[config.mk]
export PLATFORM = sky130hd
export DESIGN_NAME = key_conditioner
export DESIGN_NICKNAME = d
export VERILOG_FILES = /design/src/rtl/key_conditioner.sv
export SDC_FILE = /design/constraint.sdc
export NUM_CORES = 1
export LEC_CHECK = 0
export BUFFER_PORTS_ARGS = -buffer_cell sky130_fd_sc_hd__buf_4
export CORE_MARGIN = 1.5
export CORE_UTILIZATION = 28
export CTS_CLUSTER_DIAMETER = 80
export CTS_CLUSTER_SIZE = 24
export DETAILED_ROUTE_END_ITERATION = 12
export SYNTH_ARGS = -nofsm -noshare
export SYNTH_HDL_FRONTEND = slang
export SYNTH_SLANG_ARGS = --single-unit
[constraint.sdc]
create_clock -name Clk -period 4.5 [get_ports Clk]
set_input_delay 0 -clock Clk [delete_from_list [all_inputs] [get_ports Clk]]
set_output_delay 0 -clock Clk [all_outputs]
set_load 0.03 [all_outputs]
[src/rtl/key_conditioner.sv]
// Per-key synchronizer, debounce FSM and press/release pulse generation for active-low push-buttons.
// Optional auto-repeat of Key_press while held: define KEY_CONDITIONER_AUTOREPEAT_EN.
module key_conditioner #(
  parameter int unsigned NUM_KEYS        = 3,
  parameter int unsigned DEBOUNCE_CYCLES = 250000,
  parameter int unsigned REPEAT_DELAY    = 25000000,
  parameter int unsigned REPEAT_PERIOD   = 5000000
) (
  input  logic                Clk,
  input  logic                Reset,
  input  logic [NUM_KEYS-1:0] Key_n,
  output logic [NUM_KEYS-1:0] Key_level,
  output logic [NUM_KEYS-1:0] Key_press,
  output logic [NUM_KEYS-1:0] Key_release
);

  localparam int unsigned CNT_W = $clog2(DEBOUNCE_CYCLES + 1);
  // The entry sample counts as the first stable one, so the last accepted count is one short.
  localparam logic [CNT_W-1:0] CNT_LAST = CNT_W'(DEBOUNCE_CYCLES - 1);

  if (DEBOUNCE_CYCLES < 2 || REPEAT_DELAY < 1 || REPEAT_PERIOD < 1) begin : g_param_check
    $error("key_conditioner: illegal parameter value");
  end

  typedef enum logic [1:0] {
    IDLE         = 2'd0,
    PRESS_WAIT   = 2'd1,
    HELD         = 2'd2,
    RELEASE_WAIT = 2'd3
  } state_t;

  logic [NUM_KEYS-1:0] sync1;
  logic [NUM_KEYS-1:0] sync2;
  state_t              state [NUM_KEYS];
  logic [CNT_W-1:0]    cnt   [NUM_KEYS];

`ifdef KEY_CONDITIONER_AUTOREPEAT_EN
  localparam int unsigned RPT_MAX = (REPEAT_DELAY > REPEAT_PERIOD) ? REPEAT_DELAY : REPEAT_PERIOD;
  localparam int unsigned RPT_W   = $clog2(RPT_MAX + 1);
  localparam logic [RPT_W-1:0] DELAY_LAST  = RPT_W'(REPEAT_DELAY - 1);
  localparam logic [RPT_W-1:0] PERIOD_LAST = RPT_W'(REPEAT_PERIOD - 1);

  logic [RPT_W-1:0]    rpt_cnt   [NUM_KEYS];
  logic [NUM_KEYS-1:0] rpt_phase;
`endif

  // Two-flop synchronizer, idles at released (1).
  always_ff @(posedge Clk) begin
    if (Reset) begin
      sync1 <= '1;
      sync2 <= '1;
    end else begin
      sync1 <= Key_n;
      sync2 <= sync1;
    end
  end

  // Debounce FSMs, one per key, with registered level and pulse outputs.
  always_ff @(posedge Clk) begin
    if (Reset) begin
      for (int k = 0; k < NUM_KEYS; k++) begin
        state[k] <= IDLE;
        cnt[k]   <= '0;
`ifdef KEY_CONDITIONER_AUTOREPEAT_EN
        rpt_cnt[k] <= '0;
`endif
      end
`ifdef KEY_CONDITIONER_AUTOREPEAT_EN
      rpt_phase <= '0;
`endif
      Key_level   <= '0;
      Key_press   <= '0;
      Key_release <= '0;
    end else begin
      for (int k = 0; k < NUM_KEYS; k++) begin
        Key_press[k]   <= 1'b0;
        Key_release[k] <= 1'b0;
        case (state[k])
          IDLE: begin
            if (!sync2[k]) begin
              state[k] <= PRESS_WAIT;
              cnt[k]   <= CNT_W'(1);
            end else begin
              cnt[k] <= '0;
            end
          end
          PRESS_WAIT: begin
            if (sync2[k]) begin
              state[k] <= IDLE;
              cnt[k]   <= '0;
            end else if (cnt[k] == CNT_LAST) begin
              state[k]     <= HELD;
              cnt[k]       <= '0;
              Key_press[k] <= 1'b1;
              Key_level[k] <= 1'b1;
            end else begin
              cnt[k] <= cnt[k] + CNT_W'(1);
            end
          end
          HELD: begin
            if (sync2[k]) begin
              state[k] <= RELEASE_WAIT;
              cnt[k]   <= CNT_W'(1);
            end
          end
          RELEASE_WAIT: begin
            if (!sync2[k]) begin
              state[k] <= HELD;
              cnt[k]   <= '0;
            end else if (cnt[k] == CNT_LAST) begin
              state[k]       <= IDLE;
              cnt[k]         <= '0;
              Key_release[k] <= 1'b1;
              Key_level[k]   <= 1'b0;
            end else begin
              cnt[k] <= cnt[k] + CNT_W'(1);
            end
          end
          default: begin
            state[k] <= IDLE;
            cnt[k]   <= '0;
          end
        endcase
`ifdef KEY_CONDITIONER_AUTOREPEAT_EN
        // Repeat timer runs from the accepted press; a pulse landing on the release edge is dropped.
        if (state[k] == HELD || state[k] == RELEASE_WAIT) begin
          if (rpt_cnt[k] == (rpt_phase[k] ? PERIOD_LAST : DELAY_LAST)) begin
            rpt_cnt[k]   <= '0;
            rpt_phase[k] <= 1'b1;
            if (!(state[k] == RELEASE_WAIT && sync2[k] && cnt[k] == CNT_LAST)) begin
              Key_press[k] <= 1'b1;
            end
          end else begin
            rpt_cnt[k] <= rpt_cnt[k] + RPT_W'(1);
          end
        end else begin
          rpt_cnt[k]   <= '0;
          rpt_phase[k] <= 1'b0;
        end
`endif
      end
    end
  end

endmodule

==> impl_metrics.ini, run 1 <==
[worst_setup_path]
reg2reg_from = cnt[0][0]
worstPathRequired_ns = 4.56
cp_max_fo = 17
endpoint_kind = register
worstSetupPathType = register to register
setup.worst_path.start = cnt[0][0]
setup.worst_path.start_class = register
worstPathArrival_ns = 2.53

[final_layout]
antenna_cells = 0
nNetsFinal = 400
syn2layout_area_growth_pct = 13.28
fill_cells = 1443
drive_above_1_share = 0.1008
layout.cells.non_filler = 577
design_area_um2 = 4568
fin_util = 0.3266

[sta]
setup_viol = 0
maxSlewViolCount = 0
worst_clock_skew_ns = 0.007949
relSlewSlack = 0.4804
fin_setup_tns_ns = 0
fmax_mhz = 405.2
min_period_over_period = 0.5484
max_slew.worst_pin.slew_ns = 0.7776
final-hold-violation-count = 0
rsz0062_at_grt = false
layout_min_cycle_time_ns = 2.468

[logic_synthesis]
synth_area_per_cell_um2 = 10.53
synth_nets = 391
ys_ff_latch = 75
synthArstFlopShare = 0
synth_area_um2 = 4033
yosysSeqAreaShare = 0.5213
synth_edf_count = 60
netlist_instances = 383
yosys_warnings = 0
synthFlopType = edfxtp_1
synth_cell_type_count = 50

[min_path]
hold_path.class = input pin to register
hp-start = Reset

[floorplanning]
start_util = 0.2883
fp.dieArea_um2 = 15130
die_height_um = 123.0
fp.dieW_um = 123.0
io_pins = 14
fp.coreArea_um2 = 13990
rows = 43

[run]
cap_viol_max_count = 0

[routing]
dr_total_vias = 2744
drt_drc_violations_left = 0
wl_per_cell_um = 12.66
firstDrtPassIters = 5
routed_wl_um = 7305
vias_per_cell = 4.756
drt_iter0_markers = 160
ant_nets = 0

[global_routing]
gr-total-overflow = 0
antenna_found_initial = 0
grt_use_total = 0.1070
grt_pass1_wl_um = 12650
grt_max_degree = 26
grt_pass1_vias = 2639

[run_status]
outcome = complete, no violations

[cts]
cts_made_buffers = 9
cts_tree = yes
path_clk_slew_ns = 0.06
clk_path_buf_depth = 2
htreeDepth = 3
cts_root_buf = clkbuf_16
clk_latency_ns = 0.34
cts_sinks = 75

[place]
dp_hpwl_um = 4957
io_buffers = 13
dp.cells = 558
placedInstanceArea_um2 = 4227
globalplace.congestion = 0.7650

[power_and_ir_drop]
p_leak_uw = 0.001645
p_per_area_nw_per_um2 = 410.9
ir_worst_vdd_mv = 0.2186
==> layout make-up <==
cell class | count | area, um^2 | area share
Tap cell | 180 | 225.2 | 0.04930
Inverter | 11 | 41.29 | 0.009039
Timing Repair Buffer | 16 | 127.6 | 0.02794
Sequential cell | 75 | 2102 | 0.4601
Multi-Input combinational cell | 279 | 1760 | 0.3854
Clock buffer | 11 | 232.7 | 0.05094
Clock inverter | 5 | 78.83 | 0.01726
==> synthesized netlist by cell type, types with 2 or more instances <==
cell type	number	area, um^2
or4_1	3	22.52
nand3b_1	2	15.01
xor2_1	36	315.3
mux2i_1	3	30.03
inv_1	11	41.29
o21ai_0	4	20.02
buf_6	3	33.78
and2_1	2	12.51
and4_1	8	70.07
xor3_1	2	47.55
and3_1	13	81.33
o21a_1	2	15.01
nand2b_1	6	37.54
a211o_1	2	17.52
or2_2	7	43.79
dfxtp_1	15	300.3
edfxtp_1	60	1802
a21oi_1	9	45.04
nor3_1	4	20.02
a31oi_1	2	12.51
buf_4	2	15.01
clkbuf_8	3	41.29
nor4_1	4	25.02
nor2_1	68	255.2
xnor2_1	18	157.7
nand3_1	21	105.1
ha_1	3	37.54
nand4_1	13	81.33
clkbuf_1	9	33.78
or3_1	2	12.51
nand2_1	27	101.4
==> worst max-delay path, stage by stage (launching register included) <==
cell and delay [ns]:
edfxtp_1 0.42, ha_1 0.22, and3_1 0.20, nand3_1 0.21, o41ai_2 0.46, or2_1 0.55
nor2_1 0.12
==> per-stage QoR <==
step | total power, uW | hold WS, ns | setup slack (ns)
3_5_place_dp | 1129 | 0.1876 | 2.030
6_report | 1877 | 0.03150 | 2.032
2_1_floorplan | 1106 | 0.1038 | 2.390
3_3_place_gp | 1127 | 0.1877 | 2.089
4_1_cts | 1898 | 0.02520 | 2.024
5_1_grt | 1970 | 0.05387 | 1.788
==> worst paths after layout <==
kind         slack (ns)            to  depth (start not counted)
max                2.03    cnt[0][16]                          6
min reg2reg        0.41      sync2[0]                          1
min                0.03  Key_level[2]                          2
max reg2reg        2.03    cnt[0][16]                          6
==> power breakdown <==
| group | leakage, uW | switching [uW] | internal (uW) |
|---|---|---|---|
| sequential | 0.000847 | 81.1 | 807 |
| clock | 0.000143 | 275 | 484 |
| combinational | 0.000654 | 112 | 118 |
| total | 0.00164 | 468 | 1410 |
==> what timing repair did <==
action / CTS / global route
resized for setup: 0 / 0
hold endpoints to repair: 3 / 0
hold buffers: 3 / 0
buffers inserted: 0 / 0
==> logic make-up (layout without fill, tap and decap cells) <==
logic type / Yosys count / count (layout) / synth area share
simple gates: 189 / 189 / 0.2426
xor+xnor: 56 / 56 / 0.1291
fa+ha+maj: 3 / 3 / 0.009309
buf+inv: 29 / 43 / 0.04219
flops: 75 / 75 / 0.5213
mux: 3 / 3 / 0.007447
compound gates: 28 / 28 / 0.04810
==> registers in the layout (all words and copies together), names as in the netlist <==
| name | count |
|---|---|
| sync1 | 3 |
| sync2 | 3 |
| cnt | 54 |
| Key_press | 3 |
| Key_level | 3 |
| Key_release | 3 |
| state | 6 |
==> metal layers <==
metal  vias up  part of all wire  GRT usage
li1       1378                 -          -
met1      1324              0.51     0.1439
met2        35              0.45     0.1604
met3         7             0.026    0.02906
met4         0             0.012    0.04957
met5         -                 0          0
==> cells in the final DEF (no fill, tap or decap), drive strengths merged, types with 6 or more instances in the layout <==
cell type / instances
edfxtp: 60
xnor2: 18
dfxtp: 15
nor2: 68
inv: 11
nand3: 21
or2: 8
nand4: 14
and3: 14
clkbuf: 11
and4: 9
buf: 13
a21oi: 9
nand2b: 6
xor2: 36
nand2: 27
No activity file was read; power rests on OpenSTA's default activity.
==> run 2, diff against run 1 <==
clock period = 2 ns   (was 4.5 ns; I/O delays follow)
==> run 2 against run 1 <==
Largest cell class unchanged; non-clock buffer count up 39; flip-flop and latch count unchanged; register-to-register slack worse by 2.1 ns; critical endpoint is now state[2][0]; critical path type unchanged; first-iteration DRC count rose by 13%; cell count increased by 6.8%; combinational power increased to 3.3 times the previous value; via count rose by 5.9%; wire length up 8.0%; cell area up 8.1%; fmax up 17%; clock-buffer cell count unchanged; highest routed layer unchanged; the run now ends with negative setup slack left; clock power up 110%.
==> impl_metrics.ini, run 2 (synthesis results as in run 1) <==
[final_layout]
nNetsFinal = 439
most-common-layout-cells = 67 x nor2_1, 60 x edfxtp_1, 48 x buf_4
regMostFlops = cnt
syn2layout_area_growth_pct = 22.46
reg.largest.list = cnt (54), state (6)
layout_commonest_cell = nor2_1
drive_above_1_share = 0.2087
antenna_cells = 0
largest_reg_flops = 54

[sta]
layout_min_cycle_time_ns = 2.108
maxSlewViolCount = 0
final.setup.worst_slack_ns = -0.1080
fin_setup_tns_ns = -1.767
max_slew.worst_pin.slew_ns = 0.3846
setup_viol = 19
relSlewSlack = 0.7427
fmax_mhz = 474.4
rsz0062_at_grt = true
worst_clock_skew_ns = 0.004924
min_period_over_period = 1.054
final-hold-violation-count = 0
hold_slack_ns = 0.1178

[worst_setup_path]
worstSetupPathType = register to register
r2r_slack_ns = -0.11
setup.worst_path.start = cnt[2][10]
worstPathArrival_ns = 2.17
r2r_end = state[2][0]
worstPathRequired_ns = 2.06
cp_max_fo = 3
reg2reg_from = cnt[2][10]
setup.worst_path.start_class = register
r2r_cells = 5
endpoint_kind = register
worstSetupEndpoint = state[2][0]

[floorplanning]
die_height_um = 123.0
rows = 43
fp.dieArea_um2 = 15130
start_util = 0.2883
fp.dieW_um = 123.0
io_pins = 14
fp.coreArea_um2 = 13990

[power_and_ir_drop]
p_leak_uw = 0.001868
p_per_area_nw_per_um2 = 861.7
ir_worst_vdd_mv = 0.5116
power_uw = 4256

[routing]
dr_total_vias = 2907
firstDrtPassIters = 4
vias_per_cell = 4.719
ant_nets = 0
routed_wl_um = 7887
drt_drc_violations_left = 0
drt_iter0_markers = 180
wl_per_cell_um = 12.80

[cts]
cts_root_buf = clkbuf_16
clk_latency_ns = 0.34
path_clk_slew_ns = 0.06
clk_path_buf_depth = 2
htreeDepth = 3
cts_tree = yes
cts_sinks = 75
cts_made_buffers = 9

[global_routing]
gr-total-overflow = 0
antenna_found_initial = 0
grt_use_total = 0.1162
grt_pass1_vias = 2838
grt_max_degree = 25
grt_pass1_wl_um = 13620

[run]
cap_viol_max_count = 0

[run_status]
outcome = finished, violations left
violations = negative setup slack

[min_path]
hold_path.class = input pin to register

[place]
globalplace.congestion = 0.7797
io_buffers = 13
dp_hpwl_um = 5305
run 2: layout make-up:
| class | count | area (um^2) |
|---|---|---|
| tap | 180 | 225.2 |
| clock buffer | 11 | 252.7 |
| multi-input combinational | 279 | 1805 |
| timing repair buffer | 55 | 475.5 |
| clock inverter | 5 | 36.28 |
| fill | 1387 | 9050 |
| inverter | 11 | 41.29 |
| sequential | 75 | 2102 |
run 2: metrics by stage:
step | utilization | instance area (um^2) | instances | setup WS (ns)
after CTS | 0.3470 | 4855 | 612 | -0.1141
after detailed placement | 0.3232 | 4521 | 591 | -0.1016
after global routing | 0.3530 | 4938 | 616 | -0.1915
after floorplan | - | 4045 | 383 | -0.07198
after global placement | 0.3232 | 4521 | 591 | -0.07976
final | 0.3530 | 4938 | 616 | -0.1080
run 2: routing by layer:
layer / vias up / global-route usage / part of all wire
met4: 0 / 0.04957 / 0.019
met3: 12 / 0.03459 / 0.031
met1: 1395 / 0.1507 / 0.48
li1: 1465 / - / -
met2: 35 / 0.1802 / 0.47
met5: - / 0 / 0
run 2: power breakdown:
group	switching [uW]	total [uW]	internal [uW]
registers	109	1920	1810
logic	366	763	397
clock network	660	1570	910
run 2: critical path, stage by stage, from the launching register on:
cell and delay, ns:
edfxtp_1 0.39, or4_4 0.56, nor4_4 0.31, nand4_2 0.15, a211o_1 0.32, nand3_2 0.10
run 2: worst min path at each step:
stage,startpoint,endpoint,slack (ns),cells past startpoint
final,Reset,Key_level[1],0.12,3
after floorplan,Key_n[0],sync1[0],0.10,1
after detailed placement,Key_n[2],sync1[2],0.19,2
after CTS,Reset,Key_level[1],0.12,3
after global routing,Reset,Key_level[2],0.15,3
after global placement,Key_n[2],sync1[2],0.19,2
run 2: repair_timing:
item,CTS,global route
setup buffers,2,3
resized for setup,0,8
setup endpoints to repair,19,44
hold buffers,3,0
cloned,0,1
pin swaps,2,4
hold endpoints to repair,3,0
==> run 3, diff against run 2 <==
ABC_AREA = 1   (was default)
==> run 3 against run 2 <==
Cell count grew 15%; die area grew 6.2%; the flow now finishes without violations; clock-buffer cell count shrank 1; global-route usage shrank 0.85 points; clock power shrank 4%.
==> impl_metrics.ini, run 3 <==
[global_routing]
grt_pass1_vias = 2959
grt_pass1_wl_um = 13680
grt_max_degree = 19
grt_use_total = 0.1077
antenna_found_initial = 0
gr-total-overflow = 0

[floorplanning]
fp.dieW_um = 126.8
fp.coreArea_um2 = 15090
io_pins = 14
fp.dieArea_um2 = 16070
start_util = 0.2842
die_height_um = 126.8
rows = 45

[logic_synthesis]
synth_top_family_by_area = simple AND/OR/NAND/NOR gates
synth_xor_area_frac = 0.07147
synthAdderAreaFrac = 0.008751
synthTopCellsByCount = 80 x nand2_1, 80 x nor2_1, 60 x edfxtp_1, 51 x inv_1, 28 x xor2_1
synth_top_cell_by_area = edfxtp_1
synth_area_um2 = 4289
yosys_warnings = 0
synthArstFlopShare = 0
synth_area_per_cell_um2 = 8.844
yosysSeqAreaShare = 0.4901
netlist_instances = 485
synth_nets = 493
synth_cell_type_count = 38
yosys.area_share.simple = 0.3226
yosysTopAreaCellShare = 0.4201
yosys-top-cells-area = edfxtp_1 42%, dfxtp_1 7.0%, nand2_1 7.0%, nor2_1 7.0%, xor2_1 5.7%
synth_edf_count = 60
synthFlopType = edfxtp_1
ys_ff_latch = 75
yosys-mux-area-fraction = 0
synth_compound_area_frac = 0.03880

[worst_setup_path]
worstPathRequired_ns = 2.10
r2r_slack_ns = 0.17
worstSetupPathType = register to register
setup.worst_path.start = cnt[0][0]
r2r_end = cnt[0][16]
worstSetupEndpoint = cnt[0][16]
endpoint_kind = register
r2r_cells = 8
reg2reg_from = cnt[0][0]
setup.worst_path.start_class = register
cp_max_fo = 7
worstPathArrival_ns = 1.93

[sta]
hold_slack_ns = 0.4068
fmax_mhz = 546.7
layout_min_cycle_time_ns = 1.829
maxSlewViolCount = 0
relSlewSlack = 0.7718
rsz0062_at_grt = true
max_slew.worst_pin.slew_ns = 0.3396
min_period_over_period = 0.9146
final-hold-violation-count = 0
fin_setup_tns_ns = 0
worst_clock_skew_ns = 0.004242
setup_viol = 0

[routing]
routed_wl_um = 7998
wl_per_cell_um = 11.28
drt_iter0_markers = 284
dr_total_vias = 3184
ant_nets = 0
vias_per_cell = 4.491
firstDrtPassIters = 4
drt_drc_violations_left = 0

[final_layout]
fill_cells = 1544
most-common-layout-cells = 80 x nand2_1, 80 x nor2_1, 60 x edfxtp_1
regMostFlops = cnt
fin_util = 0.3296
regArea_um2 = 2102
nNetsFinal = 524
multi_input_area_um2 = 1906
reg.largest.list = cnt (54), state (6)
largest_reg_flops = 54
antenna_cells = 0
syn2layout_area_growth_pct = 15.96
drive_above_1_share = 0.1900

[cts]
cts_root_buf = clkbuf_16
cts_made_buffers = 9
path_clk_slew_ns = 0.06
htreeDepth = 3
clk_latency_ns = 0.35
cts_tree = yes
cts_sinks = 75
clk_path_buf_depth = 2

[min_path]
hold_path.class = register to register

[place]
dp_hpwl_um = 5754
io_buffers = 13
globalplace.congestion = 0.8360

[power_and_ir_drop]
p_leak_uw = 0.001954
ir_worst_vdd_mv = 0.4398
p_per_area_nw_per_um2 = 817.6

[run]
cap_viol_max_count = 0

[run_status]
outcome = complete, no violations
## run 3: changes by cell type after synthesis, sizes merged, moves of 7 or more
cell    previous run  this run
nand2             27        85
and4               9         0
and3              14         0
clkbuf            12         1
xor2              36        28
nor2              68       107
nor3               4        12
xnor2             18         7
inv               11        64
o21ai              4        11
nand3             21        29
## run 3: logic make-up after synthesis
logic type      count (synthesis)
simple gates                  272
flops                          75
buf+inv                        70
xor+xnor                       35
compound gates                 30
fa+ha+maj                       3
## run 3: critical path, stage by stage (launching register included)
cell	delay [ns]
edfxtp_1	0.40
ha_1	0.19
nand2_1	0.10
nor2_4	0.16
nand4_2	0.18
nor3_4	0.22
inv_1	0.08
nor3_1	0.19
nor3_2	0.05
## run 3: repair_timing
item,CTS,global route
hold buffers,7,0
setup buffers,0,0
endpoints found under the setup margin,0,16
hold endpoints to repair,6,0
resized for setup,0,5
## run 3: layout make-up
cell class                      instances  area share
Tap cell                              188     0.04730
Timing Repair Buffer                   26     0.04277
Inverter                               64     0.04981
Sequential cell                        75      0.4226
Clock buffer                           10     0.04604
Clock inverter                          6    0.008302
Multi-Input combinational cell        340      0.3831
## run 3: per-stage QoR
| stage | total power, uW | instance area (um^2) | cells | worst slack [ns] |
|---|---|---|---|---|
| after floorplan | 2457 | 4289 | 485 | 0.3288 |
| after global placement | 2555 | 4617 | 686 | 0.1893 |
| after detailed placement | 2576 | 4617 | 686 | 0.1523 |
| after CTS | 4103 | 4957 | 709 | 0.1473 |
| after global routing | 4270 | 4974 | 709 | -0.02450 |
| final | 4066 | 4974 | 709 | 0.1709 |
## run 3: routing by layer
| layer | up-vias | global-route usage | wire length, um |
|---|---|---|---|
| met4 | 0 | 0.07353 | 250 |
| met3 | 17 | 0.02320 | 220 |
| met5 | - | 0 | 0 |
| met2 | 44 | 0.1604 | 3535 |
| met1 | 1458 | 0.1400 | 3992 |
| li1 | 1665 | - | - |
## run 3: worst min path at each step
stage                     to     start  depth (start not counted)  slack (ns)
floorplan           sync1[0]  Key_n[0]                          1        0.10
global placement    sync1[1]  Key_n[1]                          2        0.19
detailed placement  sync1[2]  Key_n[2]                          2        0.19
CTS                 sync2[1]  sync1[1]                          1        0.41
global route        sync2[2]  sync1[2]                          1        0.42
finish              sync2[1]  sync1[1]                          1        0.41
## run 3: report_power, final
group	total, uW	internal (uW)	switching (uW)
combinational	557	198	359
clock	1500	839	666
sequential	2000	1860	147
